<file path="config.mk">
export PLATFORM = sky130hd
export DESIGN_NAME = hazard_ctrl_pipe
export DESIGN_NICKNAME = d
export VERILOG_FILES = /design/src/rtl/hazard_pkg.sv /design/src/rtl/sat_counter.sv /design/src/rtl/hazard_ctrl_pipe.sv
export SDC_FILE = /design/constraint.sdc
export NUM_CORES = 1
export LEC_CHECK = 0
export CAP_MARGIN = 25
export CORE_MARGIN = 2
export CORE_UTILIZATION = 25
export CTS_BUF_LIST = sky130_fd_sc_hd__clkbuf_8
export CTS_CLUSTER_DIAMETER = 60
export DETAILED_ROUTE_END_ITERATION = 16
export PLACE_DENSITY = 0.49
export SETUP_SLACK_MARGIN = 0.02
export SLEW_MARGIN = 5
export SYNTH_ARGS = -nofsm -noshare
export SYNTH_HDL_FRONTEND = slang
export SYNTH_SLANG_ARGS = --single-unit
</file>
<file path="constraint.sdc">
create_clock -name clk -period 2.4 [get_ports clk]
set_input_delay 0.48 -clock clk [delete_from_list [all_inputs] [get_ports clk]]
set_output_delay 0.48 -clock clk [all_outputs]
set_load 0.01 [all_outputs]
</file>
<file path="src/rtl/hazard_pkg.sv">
// Shared types and helpers for the pipeline hazard/forwarding controller.
// Scoreboard entries carry register fields at a fixed maximum width; the top zero-extends.
package hazard_pkg;

    localparam int unsigned REG_AW_MAX = 8;
    localparam int unsigned DEPTH_DEF  = 3;
    localparam int unsigned FWD_SEL_W  = 3;

    localparam logic [FWD_SEL_W-1:0] FWD_RF    = 3'd0;
    localparam logic [FWD_SEL_W-1:0] FWD_W_SEL = 3'(DEPTH_DEF - 1);

    typedef logic [REG_AW_MAX-1:0] reg_addr_t;

    typedef struct packed {
        logic      v;
        reg_addr_t rd;
        logic      wr;
        logic      load;
        reg_addr_t rs1;
        reg_addr_t rs2;
        logic      rs1_used;
        logic      rs2_used;
    } sb_entry_t;

    // True when a used source register is produced by a live, writing entry.
    function automatic logic src_match(input reg_addr_t rs, input logic used,
                                       input sb_entry_t entry);
        return used && entry.v && entry.wr && (rs == entry.rd);
    endfunction

endpackage

</file>
<file path="src/rtl/sat_counter.sv">
// Saturating event counter for pipeline profiling; holds at all-ones instead of wrapping.
module sat_counter #(
    parameter int unsigned CNT_W = 16
) (
    input  logic             clk,
    input  logic             rst,
    input  logic             inc_i,
    output logic [CNT_W-1:0] cnt_o
);

    logic [CNT_W-1:0] cnt_q;
    logic [CNT_W-1:0] cnt_d;

    always_comb begin
        cnt_d = cnt_q;
        if (inc_i && (cnt_q != {CNT_W{1'b1}})) begin
            cnt_d = cnt_q + CNT_W'(1);
        end
    end

    always_ff @(posedge clk) begin
        if (rst) begin
            cnt_q <= '0;
        end else begin
            cnt_q <= cnt_d;
        end
    end

    assign cnt_o = cnt_q;

endmodule

</file>
<file path="src/rtl/hazard_ctrl_pipe.sv">
// Hazard and forwarding controller: a valid-tagged shift scoreboard of post-decode stages
// drives F/D stalls, D/E flushes, E-operand forwarding selects and profiling counters.
module hazard_ctrl_pipe
    import hazard_pkg::*;
#(
    parameter int unsigned REG_AW = 4,
    parameter int unsigned DEPTH  = 3,
    parameter bit          FWD_EN = 1'b1,
    parameter int unsigned CNT_W  = 16
) (
    input  logic                 clk,
    input  logic                 rst,
    input  logic                 d_valid_i,
    input  logic [REG_AW-1:0]    d_rs1_i,
    input  logic [REG_AW-1:0]    d_rs2_i,
    input  logic                 d_rs1_used_i,
    input  logic                 d_rs2_used_i,
    input  logic [REG_AW-1:0]    d_rd_i,
    input  logic                 d_wr_i,
    input  logic                 d_load_i,
    input  logic                 e_pc_src_i,
    output logic                 stall_f_o,
    output logic                 stall_d_o,
    output logic                 flush_d_o,
    output logic                 flush_e_o,
    output logic [FWD_SEL_W-1:0] fwd_a_o,
    output logic [FWD_SEL_W-1:0] fwd_b_o,
    output logic [CNT_W-1:0]     stall_cnt_o,
    output logic [CNT_W-1:0]     flush_cnt_o
);

    sb_entry_t sb_q [DEPTH];
    sb_entry_t sb_d [DEPTH];
    sb_entry_t dec_entry;

    reg_addr_t d_rs1_ext;
    reg_addr_t d_rs2_ext;

    logic load_use;
    logic any_match;
    logic hz;
    logic br;

    assign d_rs1_ext = reg_addr_t'(d_rs1_i);
    assign d_rs2_ext = reg_addr_t'(d_rs2_i);

    always_comb begin
        dec_entry          = '0;
        dec_entry.v        = 1'b1;
        dec_entry.rd       = reg_addr_t'(d_rd_i);
        dec_entry.wr       = d_wr_i;
        dec_entry.load     = d_load_i;
        dec_entry.rs1      = d_rs1_ext;
        dec_entry.rs2      = d_rs2_ext;
        dec_entry.rs1_used = d_rs1_used_i;
        dec_entry.rs2_used = d_rs2_used_i;
    end

    // Decode-source dependence against every tracked stage.
    always_comb begin
        load_use  = 1'b0;
        any_match = 1'b0;
        if (d_valid_i) begin
            for (int k = 0; k < DEPTH; k++) begin
                if (src_match(d_rs1_ext, d_rs1_used_i, sb_q[k]) ||
                    src_match(d_rs2_ext, d_rs2_used_i, sb_q[k])) begin
                    any_match = 1'b1;
                    if ((k == 0) && sb_q[0].load) begin
                        load_use = 1'b1;
                    end
                end
            end
        end
    end

    // With forwarding only a load in E cannot bypass; without it every producer interlocks.
    assign hz = FWD_EN ? load_use : any_match;
    assign br = e_pc_src_i && sb_q[0].v;

    assign stall_f_o = hz && !br;
    assign stall_d_o = hz && !br;
    assign flush_d_o = br;
    assign flush_e_o = br || hz;

    always_comb begin
        fwd_a_o = FWD_RF;
        fwd_b_o = FWD_RF;
        if (FWD_EN && sb_q[0].v) begin
            // Walk oldest to youngest so the nearest producer overwrites older ones.
            for (int k = int'(DEPTH) - 1; k >= 1; k--) begin
                if (src_match(sb_q[0].rs1, sb_q[0].rs1_used, sb_q[k])) begin
                    fwd_a_o = FWD_SEL_W'(k);
                end
                if (src_match(sb_q[0].rs2, sb_q[0].rs2_used, sb_q[k])) begin
                    fwd_b_o = FWD_SEL_W'(k);
                end
            end
        end
    end

    always_comb begin
        sb_d[0] = '0;
        if (d_valid_i && !stall_d_o && !flush_e_o) begin
            sb_d[0] = dec_entry;
        end
        for (int k = 1; k < DEPTH; k++) begin
            sb_d[k] = sb_q[k-1];
        end
    end

    always_ff @(posedge clk) begin
        if (rst) begin
            for (int k = 0; k < DEPTH; k++) begin
                sb_q[k] <= '0;
            end
        end else begin
            sb_q <= sb_d;
        end
    end

    sat_counter #(
        .CNT_W (CNT_W)
    ) u_stall_cnt (
        .clk   (clk),
        .rst   (rst),
        .inc_i (stall_d_o),
        .cnt_o (stall_cnt_o)
    );

    sat_counter #(
        .CNT_W (CNT_W)
    ) u_flush_cnt (
        .clk   (clk),
        .rst   (rst),
        .inc_i (flush_d_o),
        .cnt_o (flush_cnt_o)
    );

endmodule

</file>
==> impl_metrics.yaml, run 1 <==
outcome:
  status: "finished clean"
logic_synthesis:
  netlist_area_um2: 2670
  synth.most_common_cell: "dfxtp_1"
  synth_area_leaders: "dfxtp_1 (46%), xor2_1 (7.9%), xnor2_1 (7.2%)"
  syn_area_per_cell_um2: 8.99
  ys_ff_latch: 61
  synth_top_area_share_pct: 45.8
  synth_seq_area_share_pct: 45.8
  synthTopCellsByCount: "dfxtp_1 (61), nor2_1 (36), xor2_1 (24), xnor2_1 (22), nand3_1 (21)"
  synthCells: 297
  ys.flop_type: "dfxtp_1"
  async_flop_share_pct: 0
  synth-edff-count: 0
  synth_cell_type_count: 38
  yosysTopAreaCell: "dfxtp_1"
  yosys_warnings: 0
routing:
  drt_iter0_drc: 72
  wire_per_inst_um: 12.3
  firstDrtPassIters: 4
  postRouteAntennaNets: 0
  remaining_drc_errors: 0
  vias_per_cell: 4.30
  vias: 2209
  routed_wl_mm: 6.34
global_routing:
  antenna_found_initial: 0
  grt_first_pass_wirelength_mm: 10.4
  grt-ovfl-total: 0
  grt_use_total_pct: 11.7
  grt_pass1_vias: 2141
  grt_max_degree: 45
setup_path:
  worstSetupPathType: "primary input to primary output"
  r2r_end: "u_stall_cnt.cnt_o[5]$_SDFFE_PP0P_"
  crit_required_ns: 1.92
  critPathCaptureType: "primary output"
  critPathLaunchType: "primary input"
  worst-path-max-fanout: 2
  ff2ff_setup_slack_ns: 0.16
  critPathArrivalTime_ns: 1.81
  reg2reg_depth: 8
  r2r-start: "sb_d[49]$_SDFF_PP0_"
finish:
  drive_gt1_share_pct: 14.8
  fin_nets: 395
  utilization_pct: 36.8
  stdcell_count: 514
  area_growth_pct: 42.2
  n_antenna_cell: 0
place:
  gp_congestion: 0.773
  io_buffers: 59
  place_inst: 494
  dpl.hpwl_mm: 4.64
  place_ws_ns: -0.533
floorplan:
  die-area_um2: 11500
  initial_core_util_pct: 25.9
  pin_count: 62
  core.rowCount: 37
  core_um2: 10300
  die_y_um: 107
  die_w_um: 107
timing:
  setup_viol: 0
  rsz0062_at_grt: "false"
  final-hold-violation-count: 0
  hold_ws_ns: 0.398
  layout_min_cycle_time_ns: 2.29
  slew_headroom_pct: 58.8
  worst_pin_slew_ns: 0.610
  fin_crit_sh_pct: 95.6
  timing.fmax_mhz: 436
  fin_ws_ns: 0.106
  drv_slew: 0
  fin_worst_skew_ns: 0.0121
clock_network:
  cts_root_buf: "clkbuf_8"
  clkSinkCount: 61
  cts_hold_buf: 0
  cts_buffers: 9
  clk_pin_slew_ns: 0.07
  tritoncts: "built"
  clk_latency_ns: 0.34
  clockBufferDepth: 2
  htreeDepth: 3
hold_path:
  min_to: "sb_d[39]$_SDFF_PP0_"
  worstHoldPathCells: 2
  min_from: "d_rs1_i[0]"
  hold_path_class: "primary input to flip-flop"
power_and_ir_drop:
  power_uw: 2190
  power.density_nw_per_um2: 576
  total_leakage_power_uw: 0.00145
  peakVddDrop_uv: 203
run:
  drv_cap: 0
final cells by class:
class	instances	area (um^2)
clock buffers	9	124
fillers	1061	6530
repair buffers	76	721
well taps	136	170
clock inverters	7	98.8
multi-input cells	218	1430
inverters	7	26.3
flip-flops and latches	61	1230
worst max-delay path, stage by stage:
cell and delay (ns):
dlygate4sd2_1 0.24, nor2b_2 0.17, a2111oi_4 0.32, a22oi_2 0.16, buf_4 0.16, o21ai_2 0.13
buf_2 0.16
routing by layer:
layer	track usage, %	share of wire [%]
met1	14.9	48
met2	17.9	46
met3	3.75	4.9
met4	5.47	1.5
met5	0	0
worst max-delay path by stage:
stage	startpoint	end	slack (ns)	depth (start not counted)
after floorplan	d_rs2_i[2]	stall_f_o	0.25	6
after global placement	d_rs2_i[3]	flush_e_o	-0.52	6
after detailed placement	d_rs2_i[3]	stall_f_o	-0.53	7
after CTS	d_rs2_i[1]	stall_f_o	0.006	8
after global routing	sb_d[57]$_SDFF_PP0_	fwd_a_o[1]	0.02	4
final	d_rs2_i[2]	flush_e_o	0.11	7
power by group:
part           switching [uW]  total (uW)  internal [uW]
logic                    54.7         116           60.9
clock network             434        1020            590
registers                16.3        1050           1030
total                     505        2190           1680
cells by family (layout without fill, tap and decap cells):
| logic type | count (synthesis) | after routing | synth area share, % |
|---|---|---|---|
| simple gates | 147 | 147 | 28.9 |
| flops | 61 | 61 | 45.8 |
| xor+xnor | 46 | 46 | 15.1 |
| compound gates | 21 | 21 | 5.95 |
| buf+inv | 19 | 99 | 3.23 |
| fa+ha+maj | 2 | 2 | 0.937 |
| other cells | 1 | 2 | 0.141 |
sequential cells by signal, summed over array words and instances (netlist names):
signal / flops
sb_d: 23
u_flush_cnt.cnt_o: 16
u_stall_cnt.cnt_o: 16
sb_q: 6
stage by stage:
stage	TNS (ns)	area, um^2
finish	0	3790
global route	0	3790
CTS	0	3740
detailed placement	-11.30	3470
global placement	-10.86	3470
floorplan	0	2670
repair_timing:
item,4_1_cts,5_1_grt
setup buffers,4,0
endpoints found under the hold margin,0,0
pin swaps,8,4
setup endpoints to repair,27,25
gates resized for setup,34,13
cells in the final DEF, fill, tap and decap left out, types with 10 or more instances in the layout:
master	n
dfxtp_1	57
buf_4	15
dlygate4sd2_1	10
nand2_1	12
nand3_1	21
nor2_1	35
nor2b_1	13
xnor2_1	22
clkdlybuf4s50_1	42
xor2_1	24
and2_1	18
Note: power is estimated with default switching activity, not from simulation.
==> inputs of run 2 (changes only) <==
CTS_CLUSTER_SIZE = 16   (was not set)
==> results of run 2 <==
No change in the layout: final DEF, timing and power equal those of run 1.
==> inputs of run 3 (changes only) <==
PLACE_DENSITY = 0.48   (was 0.49)
SYNTH_HIERARCHICAL = 1   (was not set)
==> run 3 against run 2 <==
Worst setup slack lost 0.013 ns. Sequential power is essentially flat. First-iteration DRC count grew 39%. Power shrank 4.3%. Final cell count grew 6.6%. Clock-buffer cell count is the same.
==> impl_metrics.yaml, run 3 <==
outcome:
  status: "finished clean"
global_routing:
  grt_first_pass_wirelength_mm: 12.0
  grt_pass1_vias: 2455
  antenna_found_initial: 0
  grt_max_degree: 27
  grt-ovfl-total: 0
  grt_use_total_pct: 12.1
finish:
  fillers: 1168
  largest_register_ffs: 23
  drive_gt1_share_pct: 14.8
  n_antenna_cell: 0
  regArea_um2: 1230
  fin_nets: 422
  final_common_cell: "dfxtp_1"
  multi_input_area_um2: 1640
  final_cell_mix: "dfxtp_1 (56), clkdlybuf4s50_1 (43), nand2_1 (30), nor2_1 (30), a21oi_1 (20)"
  area_growth_pct: 36.6
logic_synthesis:
  synth_area_leaders: "dfxtp_1 (42%), xnor2_1 (5.4%), nand2_1 (4.0%)"
  syn_area_per_cell_um2: 8.90
  synthTopCellsByCount: "dfxtp_1 (61), nand2_1 (31), nor2_1 (30), a21oi_1 (20), xnor2_1 (18)"
  synth_top_area_share_pct: 42.0
  synth_seq_area_share_pct: 42.0
  synthCells: 327
  synth-edff-count: 0
  async_flop_share_pct: 0
  synth.most_common_cell: "dfxtp_1"
  yosysTopAreaCell: "dfxtp_1"
  ys.flop_type: "dfxtp_1"
  ys_ff_latch: 61
  synth_cell_type_count: 42
  yosys_warnings: 6
  netlist_area_um2: 2910
place:
  place_ws_ns: -0.422
  io_buffers: 59
  gp_congestion: 0.788
  dpl.hpwl_mm: 5.43
floorplan:
  core_um2: 11400
  die_w_um: 112
  die-area_um2: 12500
  initial_core_util_pct: 25.6
  core.rowCount: 39
  pin_count: 62
  die_y_um: 112
clock_network:
  clockBufferDepth: 2
  htreeDepth: 3
  clk_pin_slew_ns: 0.07
  clk_latency_ns: 0.34
  tritoncts: "built"
  clkSinkCount: 61
  cts_root_buf: "clkbuf_8"
  cts_buffers: 9
  cts_hold_buf: 0
timing:
  final-hold-violation-count: 0
  timing.fmax_mhz: 434
  worst_pin_slew_ns: 0.660
  drv_slew: 0
  fin_ws_ns: 0.0933
  fin_crit_sh_pct: 96.1
  hold_ws_ns: 0.475
  setup_viol: 0
  slew_headroom_pct: 55.5
  layout_min_cycle_time_ns: 2.31
  fin_worst_skew_ns: 0.00630
hold_path:
  hold_path_class: "flip-flop to flip-flop"
  min_from: "sb_d[48]$_SDFF_PP0_"
setup_path:
  worstSetupPathType: "primary input to primary output"
  worst-path-max-fanout: 8
  critPathCaptureType: "primary output"
  critPathSlowestCell: "clkdlybuf4s50_1"
  cp_common_cell: "clkdlybuf4s50_1"
  critPathLaunchType: "primary input"
  crit_start: "e_pc_src_i"
  critPathArrivalTime_ns: 1.83
  crit_chain: "clkdlybuf4s50_1 > and2_4 > buf_4 > clkdlybuf4s50_1"
  r2r_end: "u_stall_cnt/cnt_o[7]$_SDFFE_PP0P_"
  ff2ff_setup_slack_ns: 0.29
  crit_end: "flush_d_o"
  reg2reg_depth: 9
  r2r-start: "sb_d[49]$_SDFF_PP0_"
  crit_required_ns: 1.92
  slowest_delay_ns: 0.54
routing:
  firstDrtPassIters: 6
  vias: 2597
  remaining_drc_errors: 0
  postRouteAntennaNets: 0
  wire_per_inst_um: 13.5
  routed_wl_mm: 7.41
  vias_per_cell: 4.74
  drt_iter0_drc: 100
run:
  drv_cap: 0
power_and_ir_drop:
  power.density_nw_per_um2: 526
  peakVddDrop_uv: 240
  total_leakage_power_uw: 0.00147
## run 3: area by class of cell
type	instances	share of cell area (%)
clock inverter	7	1.89
clock buffer	9	3.12
multi-input combinational	246	41.2
inverter	7	0.661
timing repair buffer	75	17.7
sequential	61	30.9
tap	143	4.50
## run 3: stage by stage
step / TNS (ns) / cell area [um^2] / utilization, % / instances / total power, uW
after floorplan: 0 / 2920 / - / 328 / 1130
after global placement: -4.77 / 3710 / 32.7 / 530 / 1190
after detailed placement: -5.27 / 3710 / 32.7 / 530 / 1190
after CTS: 0 / 3940 / 34.7 / 548 / 2130
after global routing: -0.00470 / 3980 / 35.0 / 548 / 2180
final: 0 / 3980 / 35.0 / 548 / 2090
## run 3: power breakdown
group / switching [uW] / internal, uW
registers: 16.6 / 1030
logic: 60.1 / 61.6
clock network: 441 / 482
## run 3: worst min path at each step
stage,end,cells past startpoint
floorplan,sb_d[19]$_SDFF_PP0_,1
global placement,sb_d[19]$_SDFF_PP0_,1
finish,sb_d[19]$_SDFF_PP0_,1
global route,sb_d[19]$_SDFF_PP0_,1
detailed placement,sb_d[19]$_SDFF_PP0_,1
CTS,sb_d[19]$_SDFF_PP0_,1
## run 3: routing by layer
metal / part of all wire, % / wire length (um) / vias to the layer above / track usage (%)
met5: 0 / 0 / - / 0
met4: 1.8 / 133 / 0 / 4.77
met3: 4.5 / 335 / 9 / 4.03
met2: 47 / 3480 / 51 / 19.3
met1: 47 / 3460 / 1220 / 15.1
li1: - / - / 1317 / -
## run 3: cells by family after synthesis
| logic type | synth area share (%) |
|---|---|
| fa+ha+maj | 0.860 |
| simple gates | 32.9 |
| buf+inv | 3.70 |
| flops | 42.0 |
| xor+xnor | 8.43 |
| compound gates | 10.6 |
| mux | 1.46 |
| other cells | 0.129 |
## run 3: what timing repair did
item / in CTS / in global routing
pin swaps: 9 / 1
setup endpoints to repair: 10 / 5
setup buffers: 2 / 0
gates resized for setup: 23 / 10
## run 3: worst max-delay path, delay by kind of cell
family	cells	cell delay, ns
buffers and inverters	3	1.16
AND/OR/NAND/NOR	1	0.18
